--- config.mk ---
export PLATFORM = sky130hd
export DESIGN_NAME = spi_initiator_flat
export DESIGN_NICKNAME = d
export VERILOG_FILES = /design/src/rtl/spi_initiator_if.sv /design/src/rtl/spi_initiator.sv /design/src/flat_wrapper.sv
export SDC_FILE = /design/constraint.sdc
export NUM_CORES = 1
export LEC_CHECK = 0
export ABC_CLOCK_PERIOD_IN_PS = 2800
export CAP_MARGIN = 0
export CORE_ASPECT_RATIO = 1.25
export CORE_MARGIN = 2
export CORE_UTILIZATION = 54
export CTS_CLUSTER_SIZE = 40
export DETAILED_ROUTE_END_ITERATION = 10
export GPL_TIMING_DRIVEN = 0
export PLACE_DENSITY = 0.79
export SYNTH_ARGS = -nofsm -noshare
export SYNTH_HDL_FRONTEND = slang
export SYNTH_SLANG_ARGS = --single-unit
--- constraint.sdc ---
create_clock -name clk -period 2.8 [get_ports clk]
set_input_delay 0.28 -clock clk [delete_from_list [all_inputs] [get_ports clk]]
set_output_delay 0.28 -clock clk [all_outputs]
set_load 0.03 [all_outputs]
--- src/rtl/spi_initiator_if.sv ---
// Host-side byte handshake of the SPI mode-0 initiator.
// The host drives start/data/last; the initiator returns busy and the received byte.
interface spi_initiator_if;
    logic       start_i;
    logic [7:0] transmit_byte_i;
    logic       last_i;
    logic       busy_o;
    logic       receive_strobe_o;
    logic [7:0] receive_byte_o;

    modport master (output start_i, transmit_byte_i, last_i,
                    input  busy_o, receive_strobe_o, receive_byte_o);
    modport slave  (input  start_i, transmit_byte_i, last_i,
                    output busy_o, receive_strobe_o, receive_byte_o);
endinterface

--- src/rtl/spi_initiator.sv ---
// SPI mode-0 initiator: one full-duplex byte per accepted start, MSB first.
// CS stays low between bytes unless the byte was tagged last.
module spi_initiator #(
    parameter int CLK_DIV = 4
) (
    input  logic             clk,
    input  logic             reset_n_i,
    spi_initiator_if.slave   host,
    output logic             spi_sck_o,
    output logic             spi_copi_o,
    output logic             spi_cs_o,
    input  logic             spi_cipo_i
);
    localparam logic [7:0] DIV_LOAD = 8'(CLK_DIV - 1);

    typedef enum logic [2:0] {IDLE, SETUP, SCK_HIGH, SCK_LOW, CS_HOLD, CS_GAP} state_t;

    state_t     state, state_next;
    logic [7:0] shreg, div_cnt, rx_byte;
    logic [2:0] bit_cnt;
    logic       last_flag, sck, copi, cs, strobe;
    logic       accept, div_done;

    assign accept   = (state == IDLE) && host.start_i;
    assign div_done = (div_cnt == 8'd0);

    always_ff @(posedge clk or negedge reset_n_i) begin
        if (!reset_n_i) state <= IDLE;
        else            state <= state_next;
    end

    always_comb begin
        state_next = state;
        case (state)
            IDLE:     if (accept)   state_next = SETUP;
            SETUP:    if (div_done) state_next = SCK_HIGH;
            SCK_HIGH: if (div_done) state_next = SCK_LOW;
            SCK_LOW:  if (div_done) state_next = (bit_cnt != 3'd0) ? SCK_HIGH :
                                                 (last_flag ? CS_HOLD : IDLE);
            CS_HOLD:  if (div_done) state_next = CS_GAP;
            CS_GAP:   if (div_done) state_next = IDLE;
            default:                state_next = IDLE;
        endcase
    end

    // Datapath: shift register samples CIPO on each rising SCK, bit 7 feeds COPI.
    always_ff @(posedge clk or negedge reset_n_i) begin
        if (!reset_n_i) begin
            shreg     <= '0;
            div_cnt   <= '0;
            rx_byte   <= '0;
            bit_cnt   <= '0;
            last_flag <= 1'b0;
            sck       <= 1'b0;
            copi      <= 1'b0;
            cs        <= 1'b1;
            strobe    <= 1'b0;
        end else begin
            strobe <= 1'b0;
            if (state_next != state) div_cnt <= DIV_LOAD;
            else if (!div_done)      div_cnt <= div_cnt - 8'd1;
            case (state)
                IDLE: if (accept) begin
                    shreg     <= host.transmit_byte_i;
                    last_flag <= host.last_i;
                    cs        <= 1'b0;
                    copi      <= host.transmit_byte_i[7];
                end
                SETUP: if (div_done) begin
                    sck   <= 1'b1;
                    shreg <= {shreg[6:0], spi_cipo_i};
                end
                SCK_HIGH: if (div_done) begin
                    sck     <= 1'b0;
                    bit_cnt <= bit_cnt + 3'd1;
                    // after the 8th fall COPI keeps the final data bit
                    if (bit_cnt != 3'd7) copi <= shreg[7];
                end
                SCK_LOW: if (div_done) begin
                    if (bit_cnt != 3'd0) begin
                        sck   <= 1'b1;
                        shreg <= {shreg[6:0], spi_cipo_i};
                    end else begin
                        rx_byte <= shreg;
                        strobe  <= 1'b1;
                    end
                end
                CS_HOLD: if (div_done) cs <= 1'b1;
                default: ;
            endcase
        end
    end

    always_comb begin
        host.busy_o           = (state != IDLE);
        host.receive_strobe_o = strobe;
        host.receive_byte_o   = rx_byte;
        spi_sck_o             = sck;
        spi_copi_o            = copi;
        spi_cs_o              = cs;
    end
endmodule

--- src/flat_wrapper.sv ---
// flat-port wrapper written by rule: the top's interface ports become plain ports
module spi_initiator_flat 
#(
    parameter int CLK_DIV = 4
)
  (clk, reset_n_i, spi_sck_o, spi_copi_o, spi_cs_o, spi_cipo_i, host_start_i, host_transmit_byte_i, host_last_i, host_busy_o, host_receive_strobe_o, host_receive_byte_o);
  spi_initiator_if host_i ();
  input  logic clk;
  input  logic reset_n_i;
  output logic spi_sck_o;
  output logic spi_copi_o;
  output logic spi_cs_o;
  input  logic spi_cipo_i;
  input wire logic [$bits(host_i.start_i)-1:0] host_start_i;
  input wire logic [$bits(host_i.transmit_byte_i)-1:0] host_transmit_byte_i;
  input wire logic [$bits(host_i.last_i)-1:0] host_last_i;
  output wire logic [$bits(host_i.busy_o)-1:0] host_busy_o;
  output wire logic [$bits(host_i.receive_strobe_o)-1:0] host_receive_strobe_o;
  output wire logic [$bits(host_i.receive_byte_o)-1:0] host_receive_byte_o;
  assign host_i.start_i = host_start_i;
  assign host_i.transmit_byte_i = host_transmit_byte_i;
  assign host_i.last_i = host_last_i;
  assign host_busy_o = host_i.busy_o;
  assign host_receive_strobe_o = host_i.receive_strobe_o;
  assign host_receive_byte_o = host_i.receive_byte_o;
  spi_initiator #(.CLK_DIV(CLK_DIV)) u_core (.clk(clk), .reset_n_i(reset_n_i), .host(host_i), .spi_sck_o(spi_sck_o), .spi_copi_o(spi_copi_o), .spi_cs_o(spi_cs_o), .spi_cipo_i(spi_cipo_i));
endmodule
==> metrics.txt, run 1 <==
Critical Setup Path Class=register to register; total track usage=19.4%; post-synth top area share=47.0%; Syn Std Cell Area=1810 sq um; MaxCap Viol Count=0; maximum vdd drop=0.702 mV; Crit path max-delay family=simple AND/OR/NAND/NOR gates; Post-DRT Antenna Nets=0; Core Util, Final=68.5%; Finished Layout Cells=221; grt total ovfl=0; WP buf/inv=1; syn_area_per_cell=12.0 sq um; CP endpoint kind=register; Largest stage delay, worst path=520 ps; clock buffer depth=2; largest net degree at the start of global routing=36; cell chosen for the clock root=clkbuf_8; synth unique cells=44; number of global-route vias before repair=1251; diodes inserted=0; RSZ-0062 raised after global routing=false; PwrDens=1040 nW/um^2; drt via density=5.68; Final Setup Violations=0; via count=1256; Final Cell Area=2190 sq um; first-pass iteration count of the detailed router=4; part of the power in registers=37.7%; first-pass GRT wire length=5620 um; WP data arrival=2570 ps; status=completed; Final Skew=6.64 ps; CTS Buf Count=5; CTS tree=done; Tmin final=2400 ps; clk sinks=35; Area Growth Syn to Fin=20.8%; leading area contributor after synthesis=dfrtp_1; Placer Congestion=0.855; antenna violations before repair=0; EDFF count, synth=0; Starting Density=56.7%; Fin Setup TNS=0 ps; CP Cell Sequence=inv_1 > ha_1 > nor4b_4 > nand2_4 > a211oi_4 > mux2_2; # placed instances=213; fill count=235; actual slew at the worst max-slew pin=769 ps; Starting DRT DRC Count=42; Syn Inst Count=151; nets=200; share of the yosys chip area belonging to registers=48.4%; Clock Latency Late Sink=290 ps; final hold violation count=0; Pint=1410 uW; Die W=55.8 um; overall die height=68.8 um; I/O pin count=26; fmax=418 MHz; Slew Viols, Final=0; Final WS setup=405 ps; Async SR Flop Fraction=100%; Cell Rows=23; Sw Share=38.2%; Clock transition at path regs=70 ps; DRC violations left=0; CTS H-tree depth=2; post_cts resized=0; hold crit path type=primary input to async pin; Port Buffers=25; Max-slew headroom=48.7%; WL per Instance=15.7 um; Sw Pwr=871 uW; LEAKAGE=0.000980 uW; Clk network pwr share=15.8%; CP max FO=8; Synth Register Bits=35; DP Worst Slack=408 ps; CP Launch Type=register; share of cells above drive strength 1=25.5%; Setup Fix Bufs, Post-CTS=0; Post-Route WL=3470 um; hpwl dp=2470 um; Comb power frac=46.5%; Max stage delay cell, worst path=a211oi_4; Worst Path Required=2980 ps; area post-placement=2100 sq um; Synth area leaders=dfrtp_1, mux2_2, mux2_4, ha_1, nor2_1; main flop type after synthesis=dfrtp_1; Yosys warnings=0; area of the core=3190 sq um; final worst-path cycle share=85.5%; hold buffers post-CTS=0; die area=3840 sq um; syn_nets=168
layout by cell type (no fill, tap or decap), types with 3 or more instances in the layout:
master | netlist | final
inv_1 | 6 | 6
a21oi_1 | 4 | 4
clkbuf_1 | 2 | 3
nand2_1 | 8 | 8
clkdlybuf4s50_1 | 0 | 24
nor2_1 | 13 | 13
mux2_4 | 8 | 8
dfrtp_1 | 34 | 34
nand3_1 | 3 | 3
or3_1 | 4 | 4
ha_1 | 4 | 4
clkbuf_8 | 0 | 5
mux2_2 | 21 | 21
registers in the layout, indices dropped and copies added (netlist names), 3 cells and up:
signal	flops
u_core.shreg	8
u_core.div_cnt	8
u_core.state	3
u_core.bit_cnt	3
u_core.host.receive_byte_o	8
synth_stat cells (2+ instances only):
cell type and number:
a31oi_1 2, mux2_4 8, nor3b_1 2, nand2b_1 2
nor3_1 2, a211oi_1 2, a32o_1 2, and3_1 2
dfrtp_1 34, ha_1 4, o21ai_0 2, a21oi_1 4
inv_1 6, nor2_1 13, xnor2_1 2, nand2_1 8
nand3_1 3, nand3b_1 2, o21bai_1 2, mux2_2 21
clkbuf_1 2, or3_1 4
worst paths after layout:
kind                       slack (ps)                            to  cells past startpoint         startpoint
setup / recovery                  400               u_core.shreg[2]                      6  u_core.div_cnt[0]
hold / removal                     60  u_core.host.receive_strobe_o                      1          reset_n_i
setup reg to reg                  400               u_core.shreg[2]                      6  u_core.div_cnt[0]
hold reg to reg                   510             u_core.bit_cnt[0]                      1  u_core.bit_cnt[0]
max in group asynchronous        2250              u_core.spi_sck_o                      1          reset_n_i
min in group clk                  510             u_core.bit_cnt[0]                      1  u_core.bit_cnt[0]
stage by stage:
stage          hold WS, ps  total power [uW]
6_report              55.4              2280
4_1_cts               73.2              2290
3_3_place_gp           489              1880
3_5_place_dp           399              1930
5_1_grt                124              2420
2_1_floorplan        -15.6              1610
area by class of cell:
type | instances | area [sq um] | area share [%]
Clock inverter | 2 | 12.5 | 0.572
Clock buffer | 6 | 72.6 | 3.32
Multi-Input combinational cell | 105 | 885 | 40.4
Inverter | 6 | 22.5 | 1.03
Buffer | 5 | 27.5 | 1.26
Tap cell | 37 | 46.3 | 2.12
Sequential cell | 35 | 877 | 40.1
Timing Repair Buffer | 25 | 245 | 11.2
per-layer routing:
layer  wire length, um  GRT usage [%]  share of wire, %
met1              1560           23.2                45
met2              1780           32.9                51
met3               103           6.34               3.0
met4                26           7.32              0.75
met5                 0              0                 0
power by group through the flow:
stage               combinational (uW)  sequential (uW)  clock [uW]
floorplan                          670              944           0
global placement                  1020              854           0
detailed placement                1060              868           0
CTS                               1070              861         368
global route                      1140              889         389
finish                            1060              859         360
logic make-up after synthesis:
kind of cell               Yosys count  synth area share [%]
AOI/OAI and AO/OA                   21                  9.12
xor gates and xnor gates             2                 0.967
adders and majority gates            4                  2.76
buffers and inverters               11                  2.76
DFF                                 35                  48.4
muxes                               30                  20.2
and+or+nand+nor                     48                  15.7
Power figures use the tool's default switching activity.
==> run 2: changes to the inputs <==
CORE_MARGIN = 1.5   (was 2)
GPL_TIMING_DRIVEN = 1   (was 0)
==> run 2 against run 1 <==
Die area is 3.2% lower. Global-route usage up 3.6 points. Cell count down 1.4%. Sequential cell count did not move. Worst setup slack worse by 25 ps. Cell area shrank 0.57%. Sequential share of layout area is 0.23 points higher. Critical path depth did not move. Clock skew is 3.2 ps lower. Via count grew 0.72%. Sequential power up 3.7%. Count of clock-buffer cells in the layout is 2 higher. Critical path type unchanged. Critical endpoint is now u_core.host.receive_byte_o[1].
==> metrics.txt, run 2 (same netlist as run 1, synthesis figures left out) <==
hpwl dp=2560 um; WL per Instance=16.3 um; total track usage=23.0%; fmax=413 MHz; Final Setup Violations=0; Setup Fix Bufs, Post-CTS=0; Worst Path Required=2960 ps; clk sinks=35; hold crit path type=primary input to async pin; first-pass iteration count of the detailed router=4; grt total ovfl=0; share of cells above drive strength 1=24.3%; CTS tree=done; Placer Congestion=0.866; PwrDens=1030 nW/um^2; commonest cells after routing, fill and taps aside=dfrtp_1, clkdlybuf4s50_1, mux2_2, nor2_1; largest net degree at the start of global routing=36; actual slew at the worst max-slew pin=542 ps; maximum vdd drop=0.786 mV; I/O pin count=26; fill count=242; WP data arrival=2580 ps; die area=3710 sq um; Critical Setup Path Class=register to register; Clock Latency Late Sink=280 ps; nets=197; Starting Density=56.7%; commonest non-fill, non-tap cell in the layout=dfrtp_1; Finished Layout Cells=218; overall die height=67.8 um; Tmin final=2420 ps; antenna violations before repair=0; LEAKAGE=0.000974 uW; Post-DRT Antenna Nets=0; final hold violation count=0; CP Launch Type=register; clock buffer depth=2; Post-Route WL=3550 um; post_cts resized=0; Final Skew=3.47 ps; Port Buffers=25; Starting DRT DRC Count=42; first-pass GRT wire length=5840 um; Fin Setup TNS=0 ps; Die W=54.8 um; RSZ-0062 raised after global routing=false; CP max FO=9; Area Growth Syn to Fin=20.1%; Max-slew headroom=63.9%; Slew Viols, Final=0; final worst-path cycle share=86.4%; CTS Buf Count=5; MaxCap Viol Count=0; DRC violations left=0; Cell Rows=23; status=completed; drt via density=5.80; area of the core=3190 sq um; diodes inserted=0; CTS H-tree depth=2; # placed instances=210; cell chosen for the clock root=clkbuf_8; CP endpoint kind=register; Clock transition at path regs=60 ps; number of global-route vias before repair=1269; via count=1265; hold buffers post-CTS=0
-- run 2: cell count changes in the layout (fill, tap and decap cells not counted), sizes merged --
cell | previous run | this run
clkinvlp | 1 | 0
clkdlybuf4s50 | 24 | 25
clkinv | 1 | 0
buf | 4 | 2
-- run 2: path summary, 6_finish.rpt --
check / startpoint / slack [ps] / cells after the start / to
max: u_core.div_cnt[0] / 380 / 6 / u_core.host.receive_byte_o[1]
min: reset_n_i / 410 / 2 / u_core.host.receive_strobe_o
max reg2reg: u_core.div_cnt[0] / 380 / 6 / u_core.host.receive_byte_o[1]
min reg2reg: u_core.bit_cnt[0] / 510 / 1 / u_core.bit_cnt[0]
max in group asynchronous: reset_n_i / 2040 / 2 / u_core.spi_cs_o
min in group clk: u_core.bit_cnt[0] / 510 / 1 / u_core.bit_cnt[0]
-- run 2: area by class of cell --
cell class	instances	area, sq um	share of cell area (%)
flip-flops and latches	35	877	40.3
well taps	37	46.3	2.13
multi-input cells	105	885	40.7
repair buffers	27	265	12.2
clock buffers	8	80.1	3.68
inverters	6	22.5	1.04
-- run 2: routing by layer --
metal / track usage, % / wire length [um] / vias to the layer above / share of wire (%)
li1: - / - / 606 / -
met1: 26.3 / 1540 / 625 / 43
met2: 37.2 / 1790 / 27 / 51
met3: 6.64 / 131 / 7 / 3.7
met4: 13.1 / 82 / 0 / 2.3
met5: 0 / 0 / - / 0
-- run 2: report_power, final --
group          leakage [uW]  switching, uW  internal [uW]
sequential         0.000447            195            696
combinational      0.000487            495            532
clock             0.0000395            158            176
-- run 2: metrics by stage --
stage	util [%]	total power (uW)	hold WS (ps)	setup slack (ps)	cell area, sq um
2_1_floorplan	-	1610	-15.6	754	1810
3_3_place_gp	65.6	1870	491	529	2100
3_5_place_dp	65.6	1920	496	435	2100
4_1_cts	68.1	2270	418	417	2180
5_1_grt	68.1	2400	455	262	2180
6_report	68.1	2250	406	380	2180
-- run 2: critical path, cell delays in order (launching register included) --
cell	delay [ps]
dfrtp_1	410
inv_1	100
ha_1	230
nor4b_4	410
nand2_4	130
or3_1	640
mux2_4	390
==> run 3: changes to the inputs <==
==> constraint.sdc (replaced) <==
create_clock -name clk -period 2.8 [get_ports clk]
set_input_delay 0.28 -clock clk [delete_from_list [all_inputs] [get_ports clk]]
set_output_delay 0.28 -clock clk [all_outputs]
set_load 0.1 [all_outputs]
==> run 3 against run 2 <==
Cell area up 0.92%. Hold slack worse by 19 ps. Count of clock-buffer cells in the layout down 2. Via count down 0.16%. Die area unchanged. Sequential power down 0.4%. Routed wire length down 1.1%. Combinational power up 30%. Sequential cell count unchanged. First-iteration DRC count up 29%. Worst setup slack better by 31 ps. Critical path type unchanged.
==> metrics.txt, run 3 (same netlist as run 1, synthesis figures left out) <==
Clock transition at path regs=70 ps; largest net degree at the start of global routing=16; actual slew at the worst max-slew pin=642 ps; part of the power in registers=32.9%; hold crit path type=primary input to async pin; Crit path max-delay family=simple AND/OR/NAND/NOR gates; CP max FO=9; Area Growth Syn to Fin=21.2%; overall die height=67.8 um; Port Buffers=25; Cell Rows=23; hold buffers post-CTS=0; Starting Density=56.7%; CTS H-tree depth=2; via count=1263; share of cells above drive strength 1=33.9%; Reg area=877 sq um; first-pass iteration count of the detailed router=4; commonest cells after routing, fill and taps aside=dfrtp_1, mux2_2, buf_4, nor2_1, clkdlybuf4s50_1; Fin Setup TNS=0 ps; Clk network pwr share=17.3%; MaxCap Viol Count=0; commonest non-fill, non-tap cell in the layout=dfrtp_1; antenna violations before repair=0; CTS Buf Count=5; cell chosen for the clock root=clkbuf_8; Placer Congestion=0.874; area of the multi-input gates=885 sq um; I/O pin count=26; Critical Setup Path Class=register to register; Slew Viols, Final=0; Max-slew headroom=57.1%; final worst-path cycle share=85.3%; die area=3710 sq um; WP buf/inv=1; Starting DRT DRC Count=54; Sw Pwr=1200 uW; Worst Path Required=2970 ps; final hold violation count=0; Final Skew=6.45 ps; clock buffer depth=2; hpwl dp=2600 um; Final Cell Area=2200 sq um; PwrDens=1230 nW/um^2; Pint=1500 uW; number of global-route vias before repair=1233; post_cts resized=0; Largest stage delay, worst path=630 ps; WP data arrival=2560 ps; grt total ovfl=0; CP endpoint kind=register; Final Setup Violations=0; Setup Fix Bufs, Post-CTS=0; CP Launch Type=register; first-pass GRT wire length=5540 um; Post-DRT Antenna Nets=0; clk sinks=35; WL per Instance=16.0 um; drt via density=5.74; CTS tree=done; Sw Share=44.4%; maximum vdd drop=0.850 mV; DRC violations left=0; area post-placement=2080 sq um; Post-Route WL=3510 um; fmax=419 MHz; Max stage delay cell, worst path=or3_1; LEAKAGE=0.00103 uW; RSZ-0062 raised after global routing=false; nets=199; Die W=54.8 um; area of the core=3190 sq um; diodes inserted=0; CP Cell Sequence=inv_1 > ha_1 > nor4b_4 > nand2_4 > or3_1 > mux2_4; total track usage=21.4%; fill count=241; Tmin final=2390 ps; status=completed; Clock Latency Late Sink=290 ps; Comb power frac=49.8%
run 3: worst register-to-register path: cells and delay by family (launching register included):
kind	cells	cell delay [ps]
flip-flops	1	410
buffers and inverters	1	90
adder cells (fa/ha/maj)	1	220
multiplexers	1	400
AND/OR/NAND/NOR	3	1150
run 3: power groups by stage:
stage	combinational [uW]	sequential, uW	clock (uW)
final	1340	887	465
after global routing	1420	916	496
after CTS	1350	883	473
after detailed placement	1350	889	0
after global placement	1310	875	0
after floorplan	691	1250	0
run 3: path summary, 6_finish.rpt:
check	slack, ps	from	endpoint	cells past startpoint
max	410	u_core.div_cnt[0]	u_core.host.receive_byte_o[3]	6
min	390	reset_n_i	u_core.div_cnt[4]	1
max reg2reg	410	u_core.div_cnt[0]	u_core.host.receive_byte_o[3]	6
min reg2reg	510	u_core.bit_cnt[0]	u_core.bit_cnt[0]	1
max in group asynchronous	1740	reset_n_i	u_core.spi_cs_o	2
min in group clk	510	u_core.bit_cnt[0]	u_core.bit_cnt[0]	1
run 3: per-stage QoR:
step / instances / utilization (%) / hold WS [ps] / setup slack [ps] / total power (uW)
6_report: 220 / 68.7 / 387 / 411 / 2690
5_1_grt: 220 / 68.7 / 439 / 293 / 2830
4_1_cts: 220 / 68.7 / 409 / 414 / 2710
3_5_place_dp: 212 / 65.1 / 495 / 436 / 2240
3_3_place_gp: 212 / 65.1 / 488 / 525 / 2190
2_1_floorplan: 151 / - / -15.6 / 753 / 1940
run 3: cell type report:
type                            count  area share [%]
Multi-Input combinational cell    105            40.3
Timing Repair Buffer               29            11.3
Inverter                            6            1.03
Clock inverter                      2            1.60
Sequential cell                    35            39.9
Tap cell                           37            2.11
Clock buffer                        6            3.76
run 3: per-layer routing:
metal,GRT usage [%],routed length (um)
met3,4.87,107
met5,0,0
met4,14.4,133
met1,26.9,1540
met2,32.1,1730
